**src/rtl/ppfifo_gen_pkg.sv**
```systemverilog
// Shared constants for the ppfifo pattern generator: pattern modes, FSM encoding
// and the Galois LFSR tap masks for each supported data width.
package ppfifo_gen_pkg;

   localparam logic [1:0] MODE_COUNT = 2'd0;
   localparam logic [1:0] MODE_WALK  = 2'd1;
   localparam logic [1:0] MODE_LFSR  = 2'd2;
   localparam logic [1:0] MODE_CONST = 2'd3;

   typedef enum logic [1:0] {
      ST_IDLE    = 2'd0,
      ST_FILL    = 2'd1,
      ST_RELEASE = 2'd2,
      ST_DONE    = 2'd3
   } state_t;

   // Maximal-length Galois taps for a right-shifting LFSR, keyed on width.
   function automatic logic [63:0] lfsr_taps(input int width);
      case (width)
         8:       return 64'h0000_0000_0000_00B8;
         16:      return 64'h0000_0000_0000_B400;
         32:      return 64'h0000_0000_8020_0003;
         default: return 64'hD800_0000_0000_0000;
      endcase
   endfunction

endpackage

```
**src/rtl/ppfifo_pattern_core.sv**
```systemverilog
// Pattern register and next-value logic for the ppfifo pattern generator.
// A zero seed is replaced by 1 only in walking-ones and LFSR modes, where zero would lock up.
import ppfifo_gen_pkg::*;

module ppfifo_pattern_core #(
   parameter int DATA_WIDTH = 32
) (
   input  logic                  clk,
   input  logic                  rst,
   input  logic                  load,
   input  logic [DATA_WIDTH-1:0] seed,
   input  logic                  advance,
   input  logic [1:0]            mode,
   output logic [DATA_WIDTH-1:0] pattern
);

   localparam logic [63:0]           TAPS_ALL = lfsr_taps(DATA_WIDTH);
   localparam logic [DATA_WIDTH-1:0] TAPS     = TAPS_ALL[DATA_WIDTH-1:0];
   localparam logic [DATA_WIDTH-1:0] ONE      = DATA_WIDTH'(1);

   logic [DATA_WIDTH-1:0] seed_fix;
   logic [DATA_WIDTH-1:0] pattern_nxt;

   always_comb begin
      seed_fix = seed;
      if ((seed == '0) && ((mode == MODE_LFSR) || (mode == MODE_WALK))) begin
         seed_fix = ONE;
      end
   end

   always_comb begin
      pattern_nxt = pattern;
      case (mode)
         MODE_COUNT: pattern_nxt = pattern + ONE;
         MODE_WALK:  pattern_nxt = {pattern[DATA_WIDTH-2:0], pattern[DATA_WIDTH-1]};
         MODE_LFSR:  pattern_nxt = pattern[0] ? ((pattern >> 1) ^ TAPS) : (pattern >> 1);
         default:    pattern_nxt = pattern;
      endcase
   end

   always_ff @(posedge clk) begin
      if (rst || load) begin
         pattern <= seed_fix;
      end else if (advance) begin
         pattern <= pattern_nxt;
      end
   end

endmodule

```
**src/rtl/ppfifo_pattern_generator.sv**
```systemverilog
// Ping-pong FIFO write-side source: acquires a ready channel, writes i_wr_size
// pattern words, releases it, and optionally stops after a buffer limit.
//
// state      | meaning
// -----------+----------------------------------------------------------
// ST_IDLE    | no channel held; acquire on enable + ready; reload when disabled
// ST_FILL    | channel held; one word per enabled cycle until count == size
// ST_RELEASE | one cycle: drop o_wr_act, bump buffer count, check limit
// ST_DONE    | limit reached; wait for i_enable low to rearm
import ppfifo_gen_pkg::*;

module ppfifo_pattern_generator #(
   parameter int DATA_WIDTH   = 32,
   parameter int SIZE_WIDTH   = 24,
   parameter int BCOUNT_WIDTH = 32
) (
   input  logic                    clk,
   input  logic                    rst,
   input  logic                    i_enable,
   input  logic [1:0]              i_mode,
   input  logic [DATA_WIDTH-1:0]   i_seed,
   input  logic [BCOUNT_WIDTH-1:0] i_buffer_limit,
   input  logic [1:0]              i_wr_rdy,
   output logic [1:0]              o_wr_act,
   input  logic [SIZE_WIDTH-1:0]   i_wr_size,
   output logic                    o_wr_stb,
   output logic [DATA_WIDTH-1:0]   o_wr_data,
   output logic                    o_busy,
   output logic                    o_done,
   output logic [BCOUNT_WIDTH-1:0] o_buffers_filled
);

   state_t                  state_q;
   state_t                  state_d;
   logic [1:0]              mode_q;
   logic [SIZE_WIDTH-1:0]   size_q;
   logic [SIZE_WIDTH-1:0]   count_q;
   logic [BCOUNT_WIDTH-1:0] filled_inc;
   logic                    done_hit;
   logic                    load;
   logic                    acquire;
   logic                    strobe_en;
   logic [1:0]              core_mode;
   logic [DATA_WIDTH-1:0]   pattern;

   always_ff @(posedge clk) begin
      if (rst) begin
         state_q <= ST_IDLE;
      end else begin
         state_q <= state_d;
      end
   end

   always_comb begin
      state_d = state_q;
      case (state_q)
         ST_IDLE:    if (acquire) state_d = ST_FILL;
         ST_FILL:    if (count_q == size_q) state_d = ST_RELEASE;
         ST_RELEASE: state_d = done_hit ? ST_DONE : ST_IDLE;
         ST_DONE:    if (!i_enable) state_d = ST_IDLE;
         default:    state_d = ST_IDLE;
      endcase
   end

   // Seed reload uses the live mode; advancing uses the mode latched at acquisition.
   always_comb begin
      load       = !i_enable && ((state_q == ST_IDLE) || (state_q == ST_DONE));
      acquire    = (state_q == ST_IDLE) && i_enable && (i_wr_rdy != 2'b00) && (o_wr_act == 2'b00);
      strobe_en  = (state_q == ST_FILL) && i_enable && (count_q < size_q);
      core_mode  = (state_q == ST_FILL) ? mode_q : i_mode;
      filled_inc = (&o_buffers_filled) ? o_buffers_filled
                                       : o_buffers_filled + BCOUNT_WIDTH'(1);
      done_hit   = (i_buffer_limit != '0) && (filled_inc == i_buffer_limit);
      o_busy     = (state_q == ST_FILL) || (state_q == ST_RELEASE);
      o_done     = (state_q == ST_DONE);
   end

   always_ff @(posedge clk) begin
      if (rst) begin
         o_wr_act         <= 2'b00;
         o_wr_stb         <= 1'b0;
         o_wr_data        <= '0;
         o_buffers_filled <= '0;
         count_q          <= '0;
         size_q           <= '0;
         mode_q           <= MODE_COUNT;
      end else begin
         o_wr_stb <= strobe_en;
         if (strobe_en) begin
            o_wr_data <= pattern;
            count_q   <= count_q + SIZE_WIDTH'(1);
         end
         if (acquire) begin
            o_wr_act <= i_wr_rdy[0] ? 2'b01 : 2'b10;
            count_q  <= '0;
            mode_q   <= i_mode;
            size_q   <= i_wr_size;
         end
         if (state_q == ST_RELEASE) begin
            o_wr_act         <= 2'b00;
            o_buffers_filled <= filled_inc;
         end
         if (load) begin
            o_buffers_filled <= '0;
         end
      end
   end

   ppfifo_pattern_core #(
      .DATA_WIDTH (DATA_WIDTH)
   ) u_core (
      .clk     (clk),
      .rst     (rst),
      .load    (load),
      .seed    (i_seed),
      .advance (strobe_en),
      .mode    (core_mode),
      .pattern (pattern)
   );

endmodule

```
**config.mk**
```make
export PLATFORM = sky130hd
export DESIGN_NAME = ppfifo_pattern_generator
export DESIGN_NICKNAME = d
export VERILOG_FILES = /design/src/rtl/ppfifo_gen_pkg.sv /design/src/rtl/ppfifo_pattern_core.sv /design/src/rtl/ppfifo_pattern_generator.sv
export SDC_FILE = /design/constraint.sdc
export NUM_CORES = 1
export LEC_CHECK = 0
export ABC_AREA = 1
export BUFFER_PORTS_ARGS = -buffer_cell sky130_fd_sc_hd__buf_4
export CORE_MARGIN = 2
export CORE_UTILIZATION = 50
export CTS_BUF_LIST = sky130_fd_sc_hd__clkbuf_8
export DETAILED_ROUTE_END_ITERATION = 10
export GPL_TIMING_DRIVEN = 0
export PLACE_DENSITY = 0.81
export SYNTH_ARGS = -nofsm -noshare
export SYNTH_HDL_FRONTEND = slang
export SYNTH_HIERARCHICAL = 1
export SYNTH_SLANG_ARGS = --single-unit
```
**constraint.sdc**
```tcl
create_clock -name clk -period 8.2 [get_ports clk]
set_clock_uncertainty 0.1 [all_clocks]
set_input_delay 1.64 -clock clk [delete_from_list [all_inputs] [get_ports clk]]
set_output_delay 1.64 -clock clk [all_outputs]
set_load 0.005 [all_outputs]
```
# [Word level (Yosys, flattened, before mapping)]
# Index checks and enable logic that the tools add are counted.
[totals] reg_bits=151 input_bits=95 out_inout_bits=69 word_cells=64
[op_classes] n_addsub=3 magnitude_cmp=1 n_eq_ne=10 muxes=13 n_bitwise=1 n_reduce_logical=27
[op_table] op="32-bit two-way mux" n=5
[op_table] op="32-bit one-hot mux with 3 select lines" n=1
[op_table] op="32-bit by 1-bit adder with 32-bit output (second input constant)" n=2
[op_table] op="32-bit == test" n=1
[op_table] op="32-bit zero test" n=1
[op_table] op="32-bit AND reduction" n=1
[op_table] op="32-bit nonzero test" n=1
[op_table] op="24-bit by 1-bit adder with 24-bit output (second input constant)" n=1
[op_table] op="24-bit == test" n=1
[op_table] op="24-bit < comparator" n=1
[op_table] op="2-bit two-way mux" n=6
[op_table] op="1-bit logical AND" n=8
[op_table] op="2-bit one-hot mux with 4 select lines" n=1
[op_table] op="2-bit == test (second input constant)" n=3
[op_table] op="2-bit zero test" n=3
[op_table] op="2-bit != test (second input constant)" n=3
[op_table] op="2-bit OR reduction" n=3
[op_table] op="2-bit by 1-bit == test with 1-bit output (second input constant)" n=2
[op_table] op="1-bit logical OR" n=4
[op_table] op="3-bit inverter with 4-bit output" n=1
[op_table] op="2-bit nonzero test" n=2
[op_table] op="4-bit nonzero test" n=1
[op_table] op="3-bit AND reduction" n=1
[op_table] op="2-bit AND reduction" n=1
[op_table] op="1-bit zero test" n=1

# [Logic depth before layout (Yosys ltp)]
[logic_depth] word_depth=7 mapped_depth=18 mapped_depth_nobuf=17

# [Modules after synthesis]
# Netlist, hierarchy kept.
[modules_own_cells] module="ppfifo_pattern_generator" n_inst=1 cells_each=1161 area_each_um2=7194.4 seq_area_each_um2=2382.3
[modules_own_cells] module="ppfifo_pattern_core" n_inst=1 cells_each=479 area_each_um2=3049.2 seq_area_each_um2=960.9

# [Least setup slack after synthesis]
# OpenSTA, ideal clock, no wires.
[synth_timing] path_kind="input port to flip-flop" startpoint="in i_mode[0]" endpoint="reg u_core.pattern[0], enable pin" setup_ps=389 t_arrival_ps=3533 required_time_ps=7711 setup_slack_ps=4177 stages=8 path_buffers=2 path_cell_list="inv_1 -> o21ai_0 -> inv_1 -> ha_1 -> clkbuf_1 -> clkbuf_1 -> o21ai_0 -> nand2_1"
[synth_via] elab_chain_cells=4 word_cells_on_any_way=6 cone_classes="2 x eq/ne; 1 x mux; 3 x reduce/logical"
[synth_rtl] item="start, declared" line="ppfifo_pattern_generator.sv:20" source="input logic [1:0] i_mode,"
[synth_rtl] item="2-bit two-way mux (*)" line="ppfifo_pattern_generator.sv:70" source="core_mode = (state_q == ST_FILL) ? mode_q : i_mode;"
[synth_rtl] item="via core_mode[0]" line="ppfifo_pattern_generator.sv:43" source="logic [1:0] core_mode;"
[synth_rtl] item="2-bit by 1-bit == test with 1-bit output, or another cell as far along" line="ppfifo_pattern_core.sv:33" source="case (mode)"
[synth_rtl] item="4-bit nonzero test (no line) (*)"
[synth_rtl] item="2-bit AND reduction (no line) (*)"
[synth_rtl] item="end signal, assigned" line="ppfifo_pattern_core.sv:43" source="pattern <= seed_fix;"
[synth_rtl] item="end signal, assigned" line="ppfifo_pattern_core.sv:45" source="pattern <= pattern_nxt;"
[synth_rtl] item="end, declared" line="ppfifo_pattern_core.sv:14" source="output logic [DATA_WIDTH-1:0] pattern"
# The timed path passes the listed nets; every way through them passes the cells marked *.
# A chain may end at the register's enable or synchronous reset.

# [Worst setup path after layout]
[layout_timing] startpoint="in i_mode[0]" endpoint="reg u_core.pattern[31], enable pin"
# The elaborated chain is that of the path after synthesis.

==> flow_summary.toml <==
[outcome]
status = "completed"

[global_route]
grt_pass1_vias = 10600
grt_max_degree = 18
overflow = 0
grt_antenna_before_repair = 0
grt_first_pass_wirelength_um = 55200
grtUsageTotal_pct = 32.3

[critical_path]
cp_top_family = "buffers and inverters"
crit_slowest_cell = "nand2_1"
endpoint_kind = "register"
worstSetupPathType = "in2reg"
worst_path_largest_cell_delay_ns = 0.65
reg2reg_from = "state_q[1]"
cp_max_fo = 17
crit_chain = "buf_4, inv_1, o21ai_0, inv_1, ha_1, clkbuf_1, clkbuf_1, o21ai_0, nand2_1, buf_16"
arrival_ns = 4.33
crit_buf_inv = 6
cp_data_required_time_ns = 8.28
cp-startpoint = "i_mode[0]"
startpoint_type = "primary input"

[floorplan]
ioPinCount = 164
initial_core_util_pct = 50.8
rows = 52
die_x_um = 147
design.die.area_um2 = 21600
dieHeight_um = 147
core_area_um2 = 20200

[synthesis]
yosysMostFrequentCell = "nand2_1"
synth-main-ff-cell = "dfxtp_1"
syn_area_per_cell_um2 = 6.25
postSynthCellCount = 1640
synth.top_cell.area_share_pct = 23.3
synthArstFlopShare_pct = 0
ys_seq_area_share_pct = 32.6
syn-cell-area_um2 = 10200
syn_nets = 1769
synth_commonest_cells = "nand2_1 (468), nor2_1 (224), inv_1 (200)"
synth.distinct_cells = 40
synth_edf_count = 32
yosys_warnings = 6
synth_top_area_cell = "dfxtp_1"
yosys-top-cells-area = "dfxtp_1 (23%), nand2_1 (17%), edfxtp_1 (9.4%), nor2_1 (8.2%), inv_1 (7.3%)"
ys_seq_elements = 151

[sta]
tns_ns = 0
slew_headroom_pct = 43.7
fmax_mhz = 235
final-setup-viol-count = 0
tightest_slew_ns = 0.842
post-route-period-util_pct = 51.8
hold_viol_final = 0
period_needed_ns = 4.25
final_max_slew_viol_count = 0
rsz0062_at_grt = "no"

[flow_run]
maxCapViolations = 0

[placement]
hpwl_um = 28300
place_area_um2 = 11800
port_buffers = 163
dp.cells = 2074
place_congestion = 0.939

[power_and_ir_drop]
finalPower_mw = 3.05
power.density_nw_per_um2 = 249
peakVddDrop_v = 0.000159
power_leakage_nw = 5.72

[route]
drc = 0
totalWireLength_um = 35300
dr.pass1.iters = 6
drtIter0Drc = 1105
via_per_inst = 5.37
antenna_left = 0
vias = 11300
avgRoutedWirePerCell_um = 16.8

[clock_tree]
clock_sinks = 151
cts_resized = 0
htreeDepth = 4
clk_path_buf_depth = 2
path_clk_slew_ns = 0.10
ctsHoldBuffers = 0
clkLatencyLatePin_ns = 0.47
tritoncts = "built"
cts-root-buf = "clkbuf_8"
cts_buffers = 17
post_cts_buffers = 0

[finish]
drive_gt1_share_pct = 13.3
nets = 1952
utilization_pct = 60.6
stdcell_count = 2106
final_design_area_no_fill_um2 = 12200
n_antenna_cell = 0
areaGrowthSynthToFinish_pct = 19.3

[worst_hold_path]
hold_path.class = "reg2reg"
hold_start = "size_q[12]"
[logic make-up (layout without fill, tap and decap cells)]
| kind of cell | count (synthesis) | in the layout | share of synthesized area (%) |
|---|---|---|---|
| flip-flops | 151 | 151 | 32.6 |
| XOR/XNOR | 35 | 35 | 2.99 |
| AND/OR/NAND/NOR | 860 | 860 | 35.1 |
| adder cells (fa/ha/maj) | 34 | 34 | 4.15 |
| buffers and inverters | 269 | 465 | 10.2 |
| AO/OA/AOI/OAI | 291 | 291 | 15.0 |
[layer usage]
layer | share of wire [%] | global-route usage (%)
met5 | 0 | 0
met3 | 7.6 | 5.71
met4 | 2.2 | 9.38
met2 | 46 | 52.9
met1 | 44 | 43.8
[layout make-up]
| class | instances | area, um^2 |
|---|---|---|
| plain buffers | 60 | 256 |
| clock buffers | 18 | 248 |
| clock inverters | 14 | 138 |
| fillers | 2063 | 7950 |
| inverters | 209 | 785 |
| multi-input cells | 1220 | 5860 |
| flip-flops and latches | 151 | 3340 |
| well taps | 270 | 338 |
| repair buffers | 164 | 1250 |
[where the power goes]
part	switching [mW]	total (mW)	leakage (nW)	internal, mW
Combinational	0.856	1.31	4.23	0.456
Sequential	0.186	1.15	1.30	0.960
Clock	0.331	0.588	0.196	0.257
[placed cells by master, fill, tap and decap left out, types with 8 or more instances in the layout]
master	instances
ha_1	34
o21ai_1	8
nor2_2	8
nor2_1	224
buf_4	163
nand3_1	95
edfxtp_1	32
nor3_1	13
o22ai_1	18
nand4_1	23
clkbuf_8	18
o21ai_0	128
buf_2	13
clkbuf_1	41
a21oi_1	117
xnor2_1	10
xor2_1	25
nand2_1	468
dfxtp_1	119
inv_1	201
[worst paths after layout]
check | cells after the start | slack, ns | end
worst min register to register | 2 | 0.37 | size_q[12]
worst max-delay path | 10 | 3.95 | u_core/pattern[31]
worst min-delay path | 2 | 0.37 | size_q[12]
worst max register to register | 10 | 4.51 | u_core/pattern[31]
[per-stage QoR]
| step | setup slack [ns] | hold slack [ns] |
|---|---|---|
| after floorplan | 4.18 | 0.335 |
| after global placement | 3.25 | 0.345 |
| after detailed placement | 3.51 | 0.353 |
| after CTS | 4.02 | 0.367 |
| after global routing | 3.68 | 0.394 |
| final | 3.95 | 0.368 |
[worst reg2reg max path, cell delays in order, from the launching register on]
cell	delay [ns]
dfxtp_1	0.39
inv_1	0.10
ha_1	0.25
o21ai_0	0.30
inv_1	0.11
ha_1	0.29
clkbuf_1	0.32
clkbuf_1	0.49
o21ai_0	0.17
nand2_1	0.65
buf_16	0.24
[sequential cells by signal, summed over array words and instances, names as in the netlist]
name              count
o_wr_data            32
o_buffers_filled     32
count_q              24
size_q               24
mode_q                2
o_wr_act              2
state_q               2
u_core/pattern       32
o_wr_stb              1
(Power assumes the default switching activity.)
